**src/rtl/i2f_pkg.sv**
```systemverilog
// Shared constants, S1 payload type and float packing helper for int2fp_arbiter.
package i2f_pkg;

   localparam int unsigned INT_W    = 32;
   localparam int unsigned EXP_W    = 8;
   localparam int unsigned FRAC_W   = 23;
   localparam int unsigned EXP_BIAS = 127;
   localparam int unsigned POS_W    = $clog2(INT_W);
   // Widest requester tag (NREQ <= 8); narrower tags use the low bits.
   localparam int unsigned ID_W_MAX = 3;

   typedef struct packed {
      logic                sign;
      logic [INT_W-1:0]    mag;
      logic [ID_W_MAX-1:0] id;
   } s1_payload_t;

   function automatic logic [INT_W-1:0] pack_fp(
      input logic              sign,
      input logic [EXP_W-1:0]  expo,
      input logic [FRAC_W-1:0] frac
   );
      return {sign, expo, frac};
   endfunction

endpackage

```
**src/rtl/rr_arbiter.sv**
```systemverilog
// Round-robin arbiter: searches from last+1 upward, pointer moves only on an accepted transfer.
module rr_arbiter #(
   parameter  int unsigned NREQ = 4,
   localparam int unsigned IDW  = $clog2(NREQ)
) (
   input  logic            clk,
   input  logic            reset_n,
   input  logic [NREQ-1:0] req_i,
   input  logic            advance_i,
   output logic [NREQ-1:0] grant_o,
   output logic [IDW-1:0]  last_o
);

   logic [IDW-1:0] last_q, last_d;
   logic [IDW-1:0] idx;
   logic           found;

   // First valid requester after the last granted one wins.
   always_comb begin
      grant_o = '0;
      last_d  = last_q;
      idx     = '0;
      found   = 1'b0;
      for (int unsigned k = 1; k <= NREQ; k++) begin
         idx = IDW'((32'(last_q) + k) % NREQ);
         if (!found && req_i[idx]) begin
            grant_o[idx] = 1'b1;
            last_d       = idx;
            found        = 1'b1;
         end
      end
   end

   // Pointer register; holds across stalls.
   always_ff @(posedge clk or negedge reset_n) begin
      if (!reset_n) begin
         last_q <= IDW'(NREQ - 1);
      end else if (advance_i) begin
         last_q <= last_d;
      end
   end

   assign last_o = last_q;

endmodule

```
**src/rtl/int2fp_arbiter.sv**
```systemverilog
// Shared int32 -> IEEE-754 single converter behind a round-robin arbiter.
// Two-stage stall pipeline: S1 captures sign/magnitude, S2 normalizes and is the output register.
// Define I2F_RNE_EN for round-to-nearest-even; default build truncates toward zero.
module int2fp_arbiter
   import i2f_pkg::*;
#(
   parameter  int unsigned NREQ = 4,
   localparam int unsigned IDW  = $clog2(NREQ)
) (
   input  logic              clk,
   input  logic              reset_n,
   input  logic [NREQ-1:0]   req_valid,
   input  logic [32*NREQ-1:0] req_data,
   output logic [NREQ-1:0]   req_ready,
   output logic              out_valid,
   input  logic              out_ready,
   output logic [31:0]       out_data,
   output logic [IDW-1:0]    out_id,
   output logic              busy
);

   logic [NREQ-1:0]     grant;
   logic [IDW-1:0]      rr_last_unused;
   logic                s1_valid_q;
   s1_payload_t         s1_q, s1_d;
   logic                s2_valid_q;
   logic [INT_W-1:0]    s2_data_q;
   logic [IDW-1:0]      s2_id_q;
   logic                s1_adv, s1_open, accept;
   logic [INT_W-1:0]    sel_data;
   logic [ID_W_MAX-1:0] sel_id;
   logic [POS_W-1:0]    msb_pos, shamt;
   logic [FRAC_W-1:0]   frac;
   logic [EXP_W-1:0]    expo;
   logic [INT_W-1:0]    fp_d;
`ifdef I2F_RNE_EN
   logic [7:0]          grs;
`endif

   assign s1_adv    = !s2_valid_q || out_ready;
   assign s1_open   = !s1_valid_q || s1_adv;
   assign req_ready = (s1_open && reset_n) ? grant : '0;
   assign accept    = |req_ready;

   rr_arbiter #(.NREQ(NREQ)) u_arb (
      .clk       (clk),
      .reset_n   (reset_n),
      .req_i     (req_valid),
      .advance_i (accept),
      .grant_o   (grant),
      .last_o    (rr_last_unused)
   );

   // Select granted requester's word and split into sign/magnitude.
   always_comb begin
      sel_data = '0;
      sel_id   = '0;
      for (int unsigned i = 0; i < NREQ; i++) begin
         if (grant[i]) begin
            sel_data = req_data[32*i +: 32];
            sel_id   = ID_W_MAX'(i);
         end
      end
      s1_d.sign = sel_data[INT_W-1];
      s1_d.mag  = sel_data[INT_W-1] ? -sel_data : sel_data;
      s1_d.id   = sel_id;
   end

   // S1 capture register.
   always_ff @(posedge clk or negedge reset_n) begin
      if (!reset_n) begin
         s1_valid_q <= 1'b0;
         s1_q       <= '0;
      end else if (s1_open) begin
         s1_valid_q <= accept;
         if (accept) begin
            s1_q <= s1_d;
         end
      end
   end

   // Normalize S1 magnitude: MSB position sets exponent, next 23 bits form the fraction.
   always_comb begin
      msb_pos = '0;
      for (int unsigned i = 0; i < INT_W; i++) begin
         if (s1_q.mag[i]) begin
            msb_pos = POS_W'(i);
         end
      end
      shamt = POS_W'(INT_W - 1) - msb_pos;
      frac  = FRAC_W'((s1_q.mag << shamt) >> (INT_W - FRAC_W - 1));
      expo  = EXP_W'(EXP_BIAS) + EXP_W'(msb_pos);
`ifdef I2F_RNE_EN
      grs = 8'(s1_q.mag << shamt);
      if (grs[7] && ((grs[6:0] != '0) || frac[0])) begin
         if (&frac) begin
            frac = '0;
            expo = expo + EXP_W'(1);
         end else begin
            frac = frac + FRAC_W'(1);
         end
      end
`endif
      fp_d = (s1_q.mag == '0) ? '0 : pack_fp(s1_q.sign, expo, frac);
   end

   // S2 output register; holds data while stalled.
   always_ff @(posedge clk or negedge reset_n) begin
      if (!reset_n) begin
         s2_valid_q <= 1'b0;
         s2_data_q  <= '0;
         s2_id_q    <= '0;
      end else if (s1_adv) begin
         s2_valid_q <= s1_valid_q;
         if (s1_valid_q) begin
            s2_data_q <= fp_d;
            s2_id_q   <= IDW'(s1_q.id);
         end
      end
   end

   assign out_valid = s2_valid_q;
   assign out_data  = s2_data_q;
   assign out_id    = s2_id_q;
   assign busy      = s1_valid_q | s2_valid_q;

endmodule

```
**config.mk**
```make
export PLATFORM = sky130hd
export DESIGN_NAME = int2fp_arbiter
export DESIGN_NICKNAME = d
export VERILOG_FILES = /design/src/rtl/i2f_pkg.sv /design/src/rtl/rr_arbiter.sv /design/src/rtl/int2fp_arbiter.sv
export SDC_FILE = /design/constraint.sdc
export NUM_CORES = 1
export LEC_CHECK = 0
export ABC_CLOCK_PERIOD_IN_PS = 13500
export CELL_PAD_IN_SITES_DETAIL_PLACEMENT = 0
export CELL_PAD_IN_SITES_GLOBAL_PLACEMENT = 1
export CORE_ASPECT_RATIO = 1.4
export CORE_MARGIN = 5
export CORE_UTILIZATION = 51
export CTS_CLUSTER_DIAMETER = 50
export DETAILED_ROUTE_END_ITERATION = 10
export DONT_BUFFER_PORTS = 1
export PLACE_DENSITY = 0.89
export SLEW_MARGIN = 20
export SYNTH_ARGS = -nofsm -noshare
export SYNTH_HDL_FRONTEND = slang
export SYNTH_SLANG_ARGS = --single-unit
```
**constraint.sdc**
```tcl
create_clock -name clk -period 13.5 [get_ports clk]
set_input_delay 2.025 -clock clk [delete_from_list [all_inputs] [get_ports clk]]
set_output_delay 2.025 -clock clk [all_outputs]
set_load 0.05 [all_outputs]
```
==> results.py, run 1 <==
metrics = {
    "critical_path": {
        "slowest_delay_ns": 0.75,
        "cp-startpoint": "req_valid[1]",
        "worst-path-buf-inv": 0,
        "regToRegStartpoint": "u_arb.last_o[0]",
        "cpMaxStageDelayCell": "nor2_1",
        "end_kind": "output pin",
        "crit_family": "simple AND/OR/NAND/NOR gates",
        "crit_chain": "or3b_1 > a2111oi_1 > o21ai_1 > and2_1 > nor2_1",
        "critical_path_class": "in -> out",
        "critPathLaunchType": "input pin",
        "crit_fanout": 11,
        "arrival_ns": 4.10,
        "required_ns": 11.48,
    },
    "synth": {
        "netlist_area_um2": 6750,
        "ys_seq_area_frac": 0.271,
        "yosys.cell_types.count": 75,
        "synth_edf_count": 0,
        "yosysWarnings": 0,
        "synth_flop_cell": "dfrtp_1",
        "syn_nets": 1033,
        "synth_seq_cells": 73,
        "postSynthAreaPerCell_um2": 7.60,
        "synthArstFlopShare": 1.00,
        "syn_inst": 889,
    },
    "run_status": {
        "outcome": "completed",
    },
    "clocking": {
        "ctsHoldBuffers": 0,
        "clkLatencyLatePin_ns": 0.34,
        "clockBufferDepth": 2,
        "clock-sinks": 73,
        "postCtsSetupBuffers": 0,
        "cts_tree": "built",
        "htree_levels": 3,
        "clk_pin_slew_ns": 0.05,
        "cts_root_buf": "clkbuf_16",
        "cts_inserted_buffers": 9,
        "cts-resized-gates": 0,
    },
    "routing": {
        "wl_per_cell_um": 22.1,
        "ant_nets": 0,
        "dr.first_iter.drc_count": 495,
        "num_vias": 6852,
        "drc": 0,
        "first_pass_iters": 5,
        "vias_per_cell": 6.65,
        "wl_um": 22800,
    },
    "floorplanning": {
        "ios": 175,
        "rows": 49,
        "die_h_um": 146,
        "start_util": 0.522,
        "placeableCoreArea_um2": 12900,
        "die_x_um": 107,
        "die-area_um2": 15700,
    },
    "hold_path": {
        "min_from": "s1_q[0]",
        "hold_class": "reg -> reg",
    },
    "global_route": {
        "grt_max_degree": 76,
        "grt_pass1_vias": 6909,
        "grt_usage": 0.291,
        "antenna_found_initial": 0,
        "grt_pass1_wl_um": 36900,
        "grt_overflow": 0,
    },
    "sta": {
        "final-hold-violation-count": 0,
        "min_period_over_period": 0.454,
        "max_freq_mhz": 163,
        "setup_viol": 0,
        "layout_min_cycle_time_ns": 6.13,
        "worst_pin_slew_ns": 1.15,
        "drv_slew": 0,
        "slew_headroom": 0.232,
        "fin_tns_setup_ns": 0,
        "rsz0062_at_grt": "no",
        "skew_ns": 0.0116,
    },
    "cells_and_area": {
        "multi_input_area_um2": 4640,
        "drive_above_1_share": 0.0680,
        "regArea_um2": 1830,
        "antennaDiodeCount": 0,
        "nNetsFinal": 994,
        "nFillCells": 1202,
        "area_delta_synth_final_pct": 6.15,
    },
    "placement": {
        "globalplace.congestion": 0.952,
        "dp.final_hpwl_um": 18000,
        "io_buffer_count": 0,
    },
    "job": {
        "cap_violations": 0,
    },
}
## per-stage QoR
| step | utilization | setup WS [ns] | instance area (um^2) | std cells | hold WS (ns) |
|---|---|---|---|---|---|
| global route | 0.554 | 7.27 | 7170 | 1031 | 0.520 |
| finish | 0.554 | 7.37 | 7170 | 1031 | 0.478 |
| global placement | 0.529 | 7.25 | 6840 | 1016 | 0.464 |
| CTS | 0.553 | 7.20 | 7150 | 1030 | 0.490 |
| detailed placement | 0.529 | 7.20 | 6840 | 1016 | 0.479 |
| floorplan | - | 7.00 | 6750 | 889 | 0.439 |
## cells in the final DEF, fill, tap and decap left out, drive strengths merged, types with 3 or more instances in the layout
| master | instances |
|---|---|
| nor3 | 25 |
| a211o | 4 |
| clkinv | 4 |
| o2bb2ai | 9 |
| dfrtp | 71 |
| o22ai | 8 |
| a21oi | 59 |
| a22o | 7 |
| inv | 22 |
| a21boi | 4 |
| or4 | 7 |
| a221oi | 34 |
| a21o | 8 |
| xor2 | 13 |
| a31oi | 9 |
| o31ai | 10 |
| mux2i | 46 |
| buf | 10 |
| mux2 | 4 |
| a221o | 12 |
| a22oi | 14 |
| clkbuf | 9 |
| or3 | 3 |
| nand2 | 119 |
| nand3 | 21 |
| or2 | 6 |
| o211ai | 6 |
| nor2 | 104 |
| and2 | 11 |
| a211oi | 11 |
| nor4 | 9 |
| nand2b | 6 |
| a32o | 3 |
| xnor2 | 19 |
| ha | 9 |
| mux4 | 4 |
| o21ai | 89 |
| nor3b | 4 |
| nand3b | 3 |
## state kept, by name, indices dropped and copies added (netlist names)
| signal | flops |
|---|---|
| s1_q | 35 |
| out_data | 32 |
| out_id | 2 |
| u_arb.last_o | 2 |
| out_valid | 1 |
| s1_valid_q | 1 |
## synth_stat cells (4+ instances only)
| library cell | count | area (um^2) |
|---|---|---|
| nand2_1 | 118 | 443 |
| nor2_1 | 104 | 390 |
| o21ai_0 | 74 | 370 |
| dfrtp_1 | 71 | 1780 |
| a21oi_1 | 59 | 295 |
| mux2i_1 | 46 | 460 |
| clkbuf_1 | 45 | 169 |
| a221oi_1 | 32 | 280 |
| nor3_1 | 25 | 125 |
| inv_1 | 21 | 78.8 |
| nand3_1 | 21 | 105 |
| xnor2_1 | 19 | 166 |
| o21ai_1 | 15 | 75.1 |
| a22oi_1 | 14 | 105 |
| xor2_1 | 13 | 114 |
| a221o_1 | 12 | 120 |
| a211oi_1 | 11 | 82.6 |
| and2_1 | 11 | 68.8 |
| a31oi_1 | 9 | 56.3 |
| ha_1 | 9 | 113 |
| o2bb2ai_1 | 9 | 78.8 |
| a21o_1 | 8 | 60.1 |
| buf_2 | 8 | 40.0 |
| o22ai_1 | 8 | 50.1 |
| o31ai_1 | 8 | 60.1 |
| a22o_1 | 7 | 61.3 |
| buf_1 | 7 | 26.3 |
| nor4_1 | 7 | 43.8 |
| nand2b_1 | 6 | 37.5 |
| o211ai_1 | 6 | 45.0 |
| or2_2 | 5 | 31.3 |
| or4_1 | 5 | 37.5 |
| a211o_1 | 4 | 35.0 |
| a21boi_0 | 4 | 30.0 |
| mux4_2 | 4 | 90.1 |
| nor3b_1 | 4 | 30.0 |
## final timing paths
| check | end | slack [ns] | depth (start not counted) |
|---|---|---|---|
| worst max register to register | s1_q[30] | 8.32 | 14 |
| worst min register to register | out_id[0] | 0.48 | 2 |
| worst min-delay path | out_id[0] | 0.48 | 2 |
| worst max-delay path | req_ready[2] | 7.37 | 5 |
| min in group asynchronous | out_data[6] | 1.37 | 0 |
| max in group asynchronous | u_arb.last_o[0] | 11.92 | 0 |
## kinds of logic after synthesis
family                   share of synthesized area
AO/OA/AOI/OAI                                0.313
XOR/XNOR                                    0.0415
adder cells (fa/ha/maj)                     0.0167
buffers and inverters                       0.0476
flip-flops                                   0.271
multiplexers                                0.0888
AND/OR/NAND/NOR                              0.221
## final cells by class
cell class,count,share of cell area
multi-input cells,733,0.648
flip-flops and latches,73,0.255
clock buffers,9,0.0314
well taps,178,0.0311
inverters,23,0.0120
clock inverters,5,0.0115
repair buffers,10,0.0110
## worst reg2reg max path, stage by stage (launching register included)
cell and delay (ns):
dfstp_2 0.74, inv_1 0.20, ha_1 0.40, mux4_2 0.39, o21ai_0 0.42, a221o_1 0.19
buf_4 0.40, or4_1 0.38, nor2_1 0.09, or4_4 0.55, or4_1 0.55, or2_4 0.30
o31ai_2 0.20, xor2_1 0.17, o21ai_1 0.07
## metal layers
metal  up-vias  global-route usage  share of wire
met2       356               0.498           0.50
met3        71              0.0442          0.062
li1       3232                   -              -
met4         0               0.157          0.055
met5         -                   0              0
met1      3193               0.347           0.39
Power of run 1 is left out: the tool's default activity adds up to more than one toggle a clock period on the data nets, which glitch-free logic cannot reach.
==> run 2, diff against run 1 <==
- ABC_CLOCK_PERIOD_IN_PS: 13500 -> 5640
- CORE_UTILIZATION: 51 -> 47
- PLACE_DENSITY: 0.89 -> 0.83
- clock period: 13.5 -> 5.64 ns (I/O delays scaled with it)
==> run 2 against run 1 <==
Net effect: sequential cell count did not move; design area up 1.0%; sequential share of layout area decreased by 0.26 points.
==> results.py, run 2 (synthesis results as in run 1) <==
metrics = {
    "routing": {
        "wl_um": 22400,
        "wl_per_cell_um": 21.4,
        "wl_met3_um": 1400,
        "met1_length_um": 8900,
        "dr.first_iter.drc_count": 501,
        "vias_per_cell": 6.51,
        "drc": 0,
        "num_vias": 6831,
        "ant_nets": 0,
        "wl_met2_um": 11200,
        "first_pass_iters": 5,
        "top_layer": "met4",
    },
    "clocking": {
        "cts_inserted_buffers": 9,
        "ctsHoldBuffers": 0,
        "htree_levels": 3,
        "clk_pin_slew_ns": 0.06,
        "cts_tree": "built",
        "postCtsSetupBuffers": 0,
        "clkLatencyLatePin_ns": 0.34,
        "cts-resized-gates": 0,
        "clock-sinks": 73,
        "cts_root_buf": "clkbuf_16",
        "clockBufferDepth": 2,
    },
    "sta": {
        "final-hold-violation-count": 0,
        "whs_ns": 0.192,
        "skew_ns": 0.00986,
        "fin_tns_setup_ns": 0,
        "slew_headroom": 0.313,
        "max_freq_mhz": 195,
        "setup_viol": 0,
        "drv_slew": 0,
        "layout_min_cycle_time_ns": 5.12,
        "worst_pin_slew_ns": 1.03,
        "rsz0062_at_grt": "no",
        "min_period_over_period": 0.908,
    },
    "floorplanning": {
        "die_x_um": 111,
        "die_h_um": 152,
        "die-area_um2": 16900,
        "rows": 51,
        "start_util": 0.481,
        "ios": 175,
        "placeableCoreArea_um2": 14000,
    },
    "cells_and_area": {
        "area_delta_synth_final_pct": 7.26,
        "top_register": "s1_q",
        "layout_commonest_cell": "nand2_1",
        "regArea_um2": 1830,
        "final_cell_mix": "118 x nand2_1, 104 x nor2_1, 74 x o21ai_0",
        "drive_above_1_share": 0.0810,
        "nNetsFinal": 1003,
        "largest_reg_flops": 35,
        "multi_input_area_um2": 4640,
        "antennaDiodeCount": 0,
        "nFillCells": 1412,
    },
    "job": {
        "cap_violations": 0,
    },
    "critical_path": {
        "slowest_delay_ns": 0.74,
        "critPathLaunchType": "flop",
        "cpMaxStageDelayCell": "dfstp_2",
        "end_kind": "flop",
        "rr_worst_depth": 13,
        "required_ns": 5.83,
        "critical_path_class": "reg -> reg",
        "crit_chain": "inv_1 > ha_1 > mux4_2 > o21ai_0 > a221o_1 > or4_1 > nor2_1 > or4_4 > or4_1 > or2_4 > o21ai_1 > xor2_1 > o21ai_0",
        "arrival_ns": 5.31,
        "crit_fanout": 17,
    },
    "run_status": {
        "outcome": "completed",
    },
    "global_route": {
        "grt_overflow": 0,
        "grt_max_degree": 75,
        "grt_pass1_wl_um": 36400,
        "grt_usage": 0.258,
        "antenna_found_initial": 0,
        "grt_pass1_vias": 6843,
    },
    "placement": {
        "globalplace.congestion": 0.955,
        "io_buffer_count": 0,
        "dp.final_hpwl_um": 17700,
    },
    "hold_path": {
        "hold_class": "in -> async",
    },
}
run 2: critical path, delay by kind of cell, from the launching register on:
kind	cells	cell delay [ns]
compound gates	4	1.25
xor+xnor	1	0.17
fa+ha+maj	1	0.37
buf+inv	1	0.19
flops	1	0.74
mux	1	0.38
simple gates	5	1.86
run 2: routing by layer:
layer,vias up,GRT usage
met1,3222,0.309
met2,306,0.450
li1,3257,-
met3,46,0.0437
met5,-,0
met4,0,0.118
run 2: worst paths after layout:
check | to | from | slack, ns
max | s1_q[28] | u_arb.last_o[0] | 0.52
max reg2reg | s1_q[28] | u_arb.last_o[0] | 0.52
min in group clk | out_id[0] | s1_q[0] | 0.47
min | out_data[30] | reset_n | 0.19
min reg2reg | out_id[0] | s1_q[0] | 0.47
max in group asynchronous | u_arb.last_o[1] | reset_n | 5.25
run 2: cell type report:
type,count,share of cell area
clock buffer,10,0.0330
tap,185,0.0320
inverter,23,0.0119
multi-input combinational,733,0.641
timing repair buffer,19,0.0197
clock inverter,6,0.00985
sequential,73,0.253
run 2: per-stage QoR:
stage,worst slack (ns),instances,cell area (um^2),utilization
4_1_cts,0.497,1049,7240,0.516
6_report,0.519,1049,7240,0.516
3_3_place_gp,0.617,1033,6930,0.493
2_1_floorplan,0.915,889,6750,-
3_5_place_dp,0.512,1033,6930,0.493
5_1_grt,0.105,1049,7240,0.516
Power of run 2 is left out for the same reason.
==> run 3, diff against run 2 <==
- MAX_ROUTING_LAYER: default -> met4
==> run 3 against run 2 <==
Net effect: via count increased by 0.75%; count of clock-buffer cells in the layout increased by 1; sequential share of layout area increased by 0.096 points; highest routed layer unchanged; worst setup slack got worse by 0.071 ns; first-iteration DRC count decreased by 15%; critical path depth unchanged; sequential cell count unchanged; non-clock buffer count unchanged; design area decreased by 0.38%; clock skew increased by 0.0010 ns.
==> results.py, run 3 (synthesis results as in run 1) <==
metrics = {
    "run_status": {
        "outcome": "completed",
    },
    "floorplanning": {
        "rows": 51,
        "die_h_um": 152,
        "placeableCoreArea_um2": 14000,
        "start_util": 0.481,
        "ios": 175,
        "die_x_um": 111,
        "die-area_um2": 16900,
    },
    "cells_and_area": {
        "multi_input_area_um2": 4640,
        "final_cell_mix": "118 x nand2_1, 104 x nor2_1, 74 x o21ai_0",
        "nNetsFinal": 1003,
        "area_delta_synth_final_pct": 6.86,
        "nFillCells": 1411,
        "largest_reg_flops": 35,
        "antennaDiodeCount": 0,
        "drive_above_1_share": 0.0775,
        "regArea_um2": 1830,
        "top_register": "s1_q",
        "layout_commonest_cell": "nand2_1",
    },
    "clocking": {
        "cts_inserted_buffers": 9,
        "clkLatencyLatePin_ns": 0.34,
        "postCtsSetupBuffers": 0,
        "clockBufferDepth": 2,
        "clk_pin_slew_ns": 0.06,
        "cts_tree": "built",
        "cts-resized-gates": 0,
        "clock-sinks": 73,
        "cts_root_buf": "clkbuf_16",
        "htree_levels": 3,
        "ctsHoldBuffers": 0,
    },
    "routing": {
        "wl_per_cell_um": 21.5,
        "vias_per_cell": 6.56,
        "wl_um": 22600,
        "drc": 0,
        "first_pass_iters": 7,
        "dr.first_iter.drc_count": 424,
        "ant_nets": 0,
        "num_vias": 6882,
    },
    "global_route": {
        "grt_usage": 0.267,
        "met1_usage": 0.310,
        "grt_pass1_wl_um": 36200,
        "grt_max_degree": 75,
        "grtUsageMet3": 0.0409,
        "grt_overflow": 0,
        "grt-busiest-layer": "met2",
        "antenna_found_initial": 0,
        "grt_pass1_vias": 6843,
        "gr-usage-met2": 0.449,
    },
    "placement": {
        "io_buffer_count": 0,
        "globalplace.congestion": 0.980,
        "dp.final_hpwl_um": 18000,
    },
    "sta": {
        "max_freq_mhz": 193,
        "slew_headroom": 0.215,
        "layout_min_cycle_time_ns": 5.19,
        "rsz0062_at_grt": "no",
        "final-hold-violation-count": 0,
        "min_period_over_period": 0.921,
        "setup_viol": 0,
        "drv_slew": 0,
        "fin_tns_setup_ns": 0,
        "worst_pin_slew_ns": 1.17,
        "skew_ns": 0.0109,
    },
    "hold_path": {
        "hold_class": "in -> async",
    },
    "critical_path": {
        "required_ns": 5.83,
        "end_kind": "flop",
        "crit_fanout": 17,
        "arrival_ns": 5.38,
        "critPathLaunchType": "flop",
        "critical_path_class": "reg -> reg",
    },
    "job": {
        "cap_violations": 0,
    },
}
-- run 3: changes by cell type in the layout (fill, tap and decap cells not counted), sizes merged --
cell      delta
clkinvlp     -1
clkbuf       +1
clkinv       +3
inv          -3
-- run 3: path summary, 6_finish.rpt --
| check | start | endpoint | slack, ns | cells after the start |
|---|---|---|---|---|
| min in group clk | s1_q[0] | out_id[0] | 0.45 | 2 |
| setup / recovery | u_arb.last_o[0] | s1_q[30] | 0.45 | 13 |
| hold / removal | reset_n | out_data[30] | 0.19 | 0 |
| max in group asynchronous | reset_n | u_arb.last_o[1] | 5.26 | 0 |
| hold reg to reg | s1_q[0] | out_id[0] | 0.45 | 2 |
| setup reg to reg | u_arb.last_o[0] | s1_q[30] | 0.45 | 13 |
-- run 3: per-layer routing --
metal / vias to the layer above / routed length, um
li1: 3250 / -
met1: 3189 / 8740
met2: 367 / 11200
met3: 76 / 1490
met4: 0 / 1170
met5: - / 0
-- run 3: through the flow --
stage               utilization  setup slack (ns)  area (um^2)  cells  hold slack (ns)
finish                    0.514             0.447         7220   1049            0.194
global route              0.514            0.0718         7220   1049            0.179
CTS                       0.514             0.462         7220   1049            0.188
detailed placement        0.493             0.471         6930   1033            0.461
global placement          0.493             0.557         6930   1033            0.457
floorplan                     -             0.915         6750    889            0.439
-- run 3: critical path, cell delays in order, from the launching register on --
cell and delay, ns:
dfstp_2 0.74, inv_1 0.19, ha_1 0.37, mux4_2 0.39, o21ai_0 0.42, a221o_1 0.63, or4_1 0.39, nor2_1 0.09
or4_4 0.55, or4_1 0.55, or2_4 0.30, o31ai_2 0.20, xor2_1 0.16, o21ai_1 0.07
-- run 3: final cells by class --
class | instances | area share
Multi-Input combinational cell | 733 | 0.643
Sequential cell | 73 | 0.254
Clock buffer | 11 | 0.0323
Tap cell | 185 | 0.0321
Timing Repair Buffer | 19 | 0.0198
Inverter | 23 | 0.0120
Clock inverter | 5 | 0.00780
Power of run 3 is left out for the same reason.
